<file path="config.mk">
export PLATFORM = sky130hd
export DESIGN_NAME = product_accumulator
export DESIGN_NICKNAME = d
export VERILOG_FILES = /design/src/rtl/product_accumulator.sv
export SDC_FILE = /design/constraint.sdc
export NUM_CORES = 1
export LEC_CHECK = 0
export BUFFER_PORTS_ARGS = -buffer_cell sky130_fd_sc_hd__buf_2
export CAP_MARGIN = 0
export CORE_MARGIN = 2
export CORE_UTILIZATION = 45
export CTS_CLUSTER_SIZE = 25
export DETAILED_ROUTE_END_ITERATION = 8
export MAX_ROUTING_LAYER = met4
export PLACE_DENSITY = 0.84
export REMOVE_ABC_BUFFERS = 1
export SLEW_MARGIN = 15
export SYNTH_ARGS = -nofsm -noshare
export SYNTH_HDL_FRONTEND = slang
export SYNTH_SLANG_ARGS = --single-unit
</file>
<file path="constraint.sdc">
create_clock -name clk -period 1.7 [get_ports clk]
set_input_delay 0.34 -clock clk [delete_from_list [all_inputs] [get_ports clk]]
set_output_delay 0.34 -clock clk [all_outputs]
set_load 0.02 [all_outputs]
</file>
<file path="src/rtl/product_accumulator.sv">
// product_accumulator: valid/ready consumer that sums N_TERMS consecutive
// unsigned 8-bit products into a registered ACC_W-bit accumulator.
// Reports completion with a one-cycle done pulse and a sticky overflow flag.
// Optional feature: define ACC_SATURATE_EN to clamp the sum at 2^ACC_W-1 on
// overflow; by default the sum wraps modulo 2^ACC_W.
module product_accumulator #(
    parameter int unsigned N_TERMS = 4,
    parameter int unsigned ACC_W   = 12
) (
    input  logic             clk,
    input  logic             rst,
    input  logic             start,
    input  logic [7:0]       prod_in,
    input  logic             prod_valid,
    output logic             prod_ready,
    output logic [ACC_W-1:0] acc_out,
    output logic [7:0]       term_cnt,
    output logic             busy,
    output logic             done,
    output logic             ovf
);

    localparam int unsigned SUM_W  = ACC_W + 1;
    localparam int unsigned CNT_W  = 8;
    localparam logic [CNT_W-1:0] LAST_CNT = CNT_W'(N_TERMS - 1);

    typedef enum logic [1:0] {
        IDLE  = 2'd0,
        ACCUM = 2'd1,
        DONE  = 2'd2
    } state_t;

    state_t             state_q, state_d;
    logic [ACC_W-1:0]   acc_q,   acc_d;
    logic [CNT_W-1:0]   cnt_q,   cnt_d;
    logic               ovf_q,   ovf_d;
    logic               busy_q,  busy_d;
    logic               ready_q, ready_d;
    logic               done_q,  done_d;

    logic               xfer;
    logic [SUM_W-1:0]   sum;
    logic               carry;

    // Extended-width sum so the carry out of the accumulator is visible.
    always_comb begin
        xfer  = prod_valid & ready_q;
        sum   = SUM_W'(acc_q) + SUM_W'(prod_in);
        carry = sum[ACC_W];
    end

    // Next-state, datapath and flag-decode logic.
    always_comb begin
        state_d = state_q;
        acc_d   = acc_q;
        cnt_d   = cnt_q;
        ovf_d   = ovf_q;

        unique case (state_q)
            IDLE: begin
                if (start) begin
                    acc_d   = '0;
                    cnt_d   = '0;
                    ovf_d   = 1'b0;
                    state_d = ACCUM;
                end
            end
            ACCUM: begin
                if (xfer) begin
`ifdef ACC_SATURATE_EN
                    acc_d = carry ? {ACC_W{1'b1}} : sum[ACC_W-1:0];
`else
                    acc_d = sum[ACC_W-1:0];
`endif
                    ovf_d = ovf_q | carry;
                    cnt_d = cnt_q + CNT_W'(1);
                    if (cnt_q == LAST_CNT) begin
                        state_d = DONE;
                    end
                end
            end
            DONE: begin
                state_d = IDLE;
            end
            default: begin
                state_d = IDLE;
            end
        endcase

        // Status flags are registered copies of the next-state decode so they
        // line up exactly with the state they describe.
        busy_d  = (state_d == ACCUM);
        ready_d = (state_d == ACCUM);
        done_d  = (state_d == DONE);
    end

    // State and output registers with synchronous reset.
    always_ff @(posedge clk) begin
        if (rst) begin
            state_q <= IDLE;
            acc_q   <= '0;
            cnt_q   <= '0;
            ovf_q   <= 1'b0;
            busy_q  <= 1'b0;
            ready_q <= 1'b0;
            done_q  <= 1'b0;
        end else begin
            state_q <= state_d;
            acc_q   <= acc_d;
            cnt_q   <= cnt_d;
            ovf_q   <= ovf_d;
            busy_q  <= busy_d;
            ready_q <= ready_d;
            done_q  <= done_d;
        end
    end

    assign prod_ready = ready_q;
    assign acc_out    = acc_q;
    assign term_cnt   = cnt_q;
    assign busy       = busy_q;
    assign done       = done_q;
    assign ovf        = ovf_q;

endmodule

</file>
# Yosys cells after proc, flatten, opt, wreduce, memory -nomap -nowiden
# Index checks and enable logic that the tools add are counted.
[word_totals]
register_bits = 25
inputBits = 12
out_inout_bits = 24
word_cells = 32
[classes]
add_sub_neg = 2
n_eq_ne = 6
mux = 13
n_bitwise = 2
n_reduce_logical = 3
[op_table]
columns = ["cell", "n"]
rows = [
  ["12-bit two-way mux", 2],
  ["12-bit one-hot mux with 2 select lines", 1],
  ["8-bit two-way mux", 2],
  ["8-bit one-hot mux with 2 select lines", 1],
  ["12-bit by 8-bit adder with 13-bit output", 1],
  ["8-bit by 1-bit adder with 8-bit output (second input constant)", 1],
  ["8-bit by 2-bit == test with 1-bit output (second input constant)", 1],
  ["2-bit two-way mux", 3],
  ["2-bit by 1-bit == test with 1-bit output (second input constant)", 2],
  ["2-bit != test (second input constant)", 2],
  ["2-bit one-hot mux with 2 select lines", 1],
  ["3-bit AND reduction", 1],
  ["2-bit == test (second input constant)", 1],
  ["2-bit logical NOT", 1],
  ["1-bit two-way mux", 2],
  ["1-bit one-hot mux with 2 select lines", 1],
  ["2-bit nonzero test", 1],
  ["1-bit AND", 1],
  ["1-bit bitwise OR", 1],
]

# Longest topological paths before layout
# Gate-level depths: netlist of run 1.
[logic_depth]
word_depth = 5
ltp_mapped = 7
depth_no_buf = 7

# Worst setup path after synthesis of run 1
# OpenSTA, ideal clock, no wires.
[synth_path]
path_type = "reg2reg"
start = "register acc_q[0], in the netlist acc_out[0]"
end = "register acc_q[8], in the netlist acc_out[8]"
setup_ns = 0.128
arrival_time_ns = 1.766
required_ns = 1.572
slack_ns = -0.194
stages_incl_launch_ff = 8
n_path_buf = 0
synth_period_minus_slack_ns = 1.894
path_cell_list = "dfxtp_1 > ha_1 > fa_1 > a211o_1 > o211ai_1 > a211oi_1 > xnor2_1 > nor2_1"
[synth_between]
elab_chain_len = 3
[synth_lines]
columns = ["element", "line_no", "source"]
rows = [
  ["start, declared", "34", "logic [ACC_W-1:0] acc_q, acc_d;"],
  ["start signal, assigned", "101", "acc_q <= '0;"],
  ["start signal, assigned", "109", "acc_q <= acc_d;"],
  ["12-bit by 8-bit adder with 13-bit output", "48", "sum = SUM_W'(acc_q) + SUM_W'(prod_in);"],
  ["12-bit two-way mux", "69", "if (xfer) begin"],
  ["12-bit one-hot mux with 2 select lines", "59", "unique case (state_q)"],
]
# No other way between the ends. The select of a mux whose other input is x is not followed.
# A chain may end at the register's enable or synchronous reset.

# Final worst setup path of run 1
[layout_path]
start = "register acc_q[0], in the netlist acc_out[0]"
end = "register ovf_q, in the netlist ovf"
[layout_between]
elab_chain_len = 4
[layout_lines]
columns = ["element", "line_no", "source"]
rows = [
  ["12-bit by 8-bit adder with 13-bit output", "48", ""],
  ["1-bit bitwise OR", "75", "ovf_d = ovf_q | carry;"],
  ["1-bit two-way mux", "69", ""],
  ["1-bit one-hot mux with 2 select lines", "59", ""],
  ["end signal, assigned", "111", "ovf_q <= ovf_d;"],
  ["end, declared", "36", "logic ovf_q, ovf_d;"],
]
# No other way between the ends. The select of a mux whose other input is x is not followed.

==> impl_metrics.tcl, run 1 <==
set metrics [dict create \
    totalWireLength_mm 3.520 \
    final_common_cell "buf_2" \
    start_kind "register" \
    avgRoutedWirePerCell_microns 14.31 \
    final_util 0.6708 \
    cts_root_buf "clkbuf_4" \
    skew_ps 6.106 \
    diodes 0 \
    grt_pass1_wl_mm 5.947 \
    dp_hpwl_mm 2.429 \
    placementRows 19 \
    arrival_ps 2030 \
    ys_warn_count 0 \
    violations "DRC, setup timing" \
    crit_required_ps 1940 \
    fin_crit_sh 1.057 \
    htreeDepth 1 \
    synth_compound_gate_area_share 0.1817 \
    ant_nets 0 \
    synth_area_sq_um 1343 \
    cts_made_buffers 3 \
    grt_overflow_total 0 \
    p_leak_nw 0.8635 \
    synthCells 152 \
    status "finished with violations" \
    fill_cells 240 \
    synth_top_area_share 0.3728 \
    clkTransAtPathRegs_ps 150 \
    start_util 0.4786 \
    io_pins 36 \
    layout-drive-gt1-share 0.4186 \
    rsz0062_at_grt "true" \
    yosys.area.top_type "dfxtp_1" \
    grt_usage 0.2236 \
    ys_top_cells_by_area "dfxtp_1, ha_1, nor2_1" \
    ir_drop_uv 529.0 \
    ys_types 43 \
    synth_top_family_by_area "simple AND/OR/NAND/NOR gates" \
    die_width_microns 58.62 \
    grt_max_degree 17 \
    tightest_slew_ps 401.7 \
    synthAdderAreaFrac 0.09879 \
    cts_tree "built" \
    dp_cells 238 \
    min_period_ps 1798 \
    nNetsFinal 238 \
    place_ws_ps -286.6 \
    globalplace.congestion 0.9358 \
    cts_hold_buf 0 \
    worstPathMaxFanout 4 \
    avgViaCountPerCell 5.618 \
    grt_pass1_vias 1336 \
    end_kind "register" \
    clk_latency_ps 330 \
    clkSinkCount 25 \
    antenna_found_initial 0 \
    design.core.area_sq_um 2805 \
    io_buffers 35 \
    dr.pass1.iters 6 \
    finalSetupViolations 6 \
    setup_slack_ps -97.68 \
    async_flop_share 0 \
    power.density_nw_per_um2 585.5 \
    synth_flop_cell "dfxtp_1" \
    maxSlewViolCount 0 \
    worst-setup-path-type "register to register" \
    dieArea_sq_um 3436 \
    synth_mux_area_frac 0.01491 \
    synth_area_per_cell_sq_um 8.832 \
    slew_headroom 0.7304 \
    first_iter_violations 42 \
    synth_xor_area_frac 0.06524 \
    fmax_mhz 556.3 \
    yosys_register_bits 25 \
    route.detailed.drc 3 \
    via_count 1382 \
    area_growth_pct 40.17 \
    final_hold_viol_count 0 \
    synth-simple-area-share 0.2432 \
    synth_edf_count 0 \
    synth-seq-area-share 0.3728 \
    layout_common_cells "buf_2, buf_4, nor2_1, dfxtp_1, a21oi_1" \
    die_h_microns 58.62 \
    instances_no_fill 246 \
    ctsLongestPathBuffers 2 \
    cap_viol_max_count 0 \
    min_path_type "input port to register" \
]
==> synth_stat cells (3+ instances only) <==
| master | n |
|---|---|
| nand4_1 | 3 |
| nand3_1 | 5 |
| nor2_1 | 25 |
| a211oi_1 | 3 |
| ha_1 | 9 |
| o21ai_0 | 5 |
| xor2_1 | 5 |
| nand2_1 | 6 |
| a21oi_1 | 8 |
| a22oi_1 | 4 |
| nor3_1 | 4 |
| dfxtp_1 | 25 |
| xnor2_1 | 5 |
| or3_1 | 3 |
==> kinds of logic after synthesis <==
kind of cell    after synthesis
flops                        25
fa+ha+maj                    10
mux                           2
xor+xnor                     10
compound gates               36
buf+inv                       6
simple gates                 63
==> what timing repair did <==
item / 4_1_cts / 5_1_grt
hold endpoints to repair: 0 / 0
buffers inserted: 3 / 1
pin swaps: 8 / 8
gates resized for setup: 18 / 6
endpoints found under the setup margin: 7 / 9
==> power breakdown <==
part | switching, mW | leakage [nW] | internal (mW)
registers | 0.00977 | 0.205 | 0.595
logic | 0.110 | 0.640 | 0.0955
clock network | 0.196 | 0.0183 | 0.0959
total | 0.316 | 0.863 | 0.786
==> metal layers <==
metal	global-route usage	wire (microns)	vias up
li1	-	-	688
met1	0.2698	1613	655
met5	-	0	-
met2	0.3852	1717	34
met4	0.04221	34	0
met3	0.05055	156	5
==> through the flow <==
stage | setup TNS, ps | hold WS, ps | instance area [sq um] | power [mW]
after floorplan | -1039 | 412.4 | 1315 | 0.7087
after detailed placement | -1972 | 470.2 | 1717 | 0.7969
after CTS | -354.7 | 366.1 | 1856 | 1.100
after global routing | -974.8 | 365.9 | 1882 | 1.151
after global placement | -1827 | 456.9 | 1717 | 0.7941
final | -361.5 | 389.4 | 1882 | 1.102
==> layout make-up <==
class                           count  area (sq um)  share of cell area
Multi-Input combinational cell    121         904.6              0.4807
Sequential cell                    25         510.5              0.2713
Timing Repair Buffer               64         392.9              0.2088
Tap cell                           31         38.79             0.02061
Clock buffer                        3         22.52             0.01197
Clock inverter                      1         8.758            0.004654
Inverter                            1         3.754            0.001995
==> registers in the layout (all words and copies together), names as in the netlist <==
| register | flops |
|---|---|
| term_cnt | 8 |
| done | 1 |
| ovf | 1 |
| prod_ready | 1 |
| acc_out | 12 |
| state_q | 2 |
==> final timing paths <==
path / startpoint / to / slack (ps) / cells after the start
setup / recovery: acc_out[0] / ovf / -100 / 8
hold / removal: rst / acc_out[0] / 390 / 3
setup reg to reg: acc_out[0] / ovf / -100 / 8
hold reg to reg: acc_out[6] / acc_out[6] / 510 / 2
==> critical path, cell delays in order, from the launching register on <==
cell,delay [ps]
dfxtp_2,370
ha_4,160
fa_2,340
a211o_1,270
o211ai_1,100
buf_4,180
a21oi_2,50
a31oi_1,170
nor2_1,60
(Power assumes the default switching activity.)
==> run 2, diff against run 1 <==
PLACE_DENSITY = 0.77   (was 0.84)
==> impl_metrics.tcl, run 2 (synthesis results as in run 1) <==
set metrics [dict create \
    status "finished with violations" \
    violations "DRC, setup timing" \
    cts_made_buffers 3 \
    crit_family "compound AO/OA/AOI/OAI gates" \
    critPathMaxStageDelay_ps 360 \
    tightest_slew_ps 521.7 \
    worstPathMaxFanout 2 \
    dp_cells 237 \
    design.core.area_sq_um 2805 \
    ant_nets 0 \
    min_path_type "input port to register" \
    layout_common_cells "buf_2, buf_4, nor2_1, dfxtp_1, a21oi_1" \
    cts_root_buf "clkbuf_4" \
    dpl-instance-area_sq_um 1709 \
    tns_ps -1056 \
    met3WireLength_microns 171 \
    power_mw 1.081 \
    finalSetupViolations 7 \
    cp_slowest_cell "dfxtp_2" \
    io_pins 36 \
    instances_no_fill 244 \
    maxSlewViolCount 0 \
    fmax_mhz 526.5 \
    htreeDepth 1 \
    highest_layer "met4" \
    largest_reg_flops 12 \
    placementRows 19 \
    arrival_ps 2120 \
    final_util 0.6668 \
    die_h_microns 58.62 \
    power.density_nw_per_um2 578.1 \
    whs_path_depth 3 \
    diodes 0 \
    grt_max_degree 15 \
    start_kind "register" \
    fin_crit_sh 1.117 \
    area_growth_pct 39.33 \
    dr.pass1.iters 6 \
    nNetsFinal 236 \
    rsz0062_at_grt "true" \
    drt-met1-wl_mm 1.577 \
    timing.hold.ws_ps 399.0 \
    grt_overflow_total 0 \
    via_count 1402 \
    cts_tree "built" \
    totalWireLength_mm 3.763 \
    antenna_found_initial 0 \
    dieArea_sq_um 3436 \
    ir_drop_uv 418.1 \
    avgRoutedWirePerCell_microns 15.42 \
    route.met2.wl_mm 1.943 \
    path_cells "ha_4 -> fa_2 -> buf_4 -> buf_6 -> a21o_1 -> a211o_1 -> a32oi_1 -> nor2_1" \
    dp_hpwl_mm 2.757 \
    start_util 0.4786 \
    die_width_microns 58.62 \
    clkTransAtPathRegs_ps 140 \
    setup_slack_ps -199.5 \
    final_hold_viol_count 0 \
    p_leak_nw 0.8604 \
    layout-drive-gt1-share 0.4038 \
    min_period_ps 1900 \
    grt_usage 0.2377 \
    avgViaCountPerCell 5.746 \
    fin_area_sq_um 1871 \
    grt_pass1_wl_mm 6.141 \
    place_ws_ps -338.5 \
    io_buffers 35 \
    end_kind "register" \
    ctsLongestPathBuffers 2 \
    grt_pass1_vias 1403 \
    first_iter_violations 52 \
    globalplace.congestion 0.8841 \
    cap_viol_max_count 0 \
    cp.depth 8 \
    clk_latency_ps 310 \
    clkSinkCount 25 \
    reg2regPathDepth 8 \
    critPathBufInv 2 \
    skew_ps 4.297 \
    route.detailed.drc 2 \
    final_common_cell "buf_2" \
    slew_headroom 0.6507 \
    worst-setup-path-type "register to register" \
    crit_required_ps 1930 \
]
## run 2: power breakdown
part / switching, mW / internal (mW)
logic: 0.111 / 0.0940
registers: 0.0107 / 0.595
clock network: 0.183 / 0.0879
total: 0.305 / 0.777
## run 2: per-layer routing
metal  global-route usage  vias up
met1               0.2824      667
met5                    -        -
li1                     -      680
met3              0.02857       13
met2               0.4173       42
met4              0.07792        0
## run 2: timing repair
item | 4_1_cts | 5_1_grt
pin swaps | 8 | 11
hold buffers | 0 | 0
setup buffers | 2 | 1
gates resized for setup | 15 | 8
setup endpoints to repair | 8 | 14
## run 2: path summary, 6_finish.rpt
| path | from | endpoint | slack [ps] |
|---|---|---|---|
| max | acc_out[0] | acc_out[4] | -200 |
| min | rst | acc_out[2] | 400 |
| min reg2reg | ovf | ovf | 510 |
| max reg2reg | acc_out[0] | acc_out[4] | -200 |
## run 2: worst min-delay path: cells and delay by family
family / cells / cell delay [ps]
buf+inv: 2 / 300
simple gates: 1 / 50
## run 2: layout make-up
cell class | instances | area, sq um
fillers | 238 | 934.6
multi-input cells | 121 | 909.6
flip-flops and latches | 25 | 509.2
repair buffers | 62 | 381.6
well taps | 31 | 38.79
clock buffers | 3 | 22.52
clock inverters | 1 | 5.005
inverters | 1 | 3.754
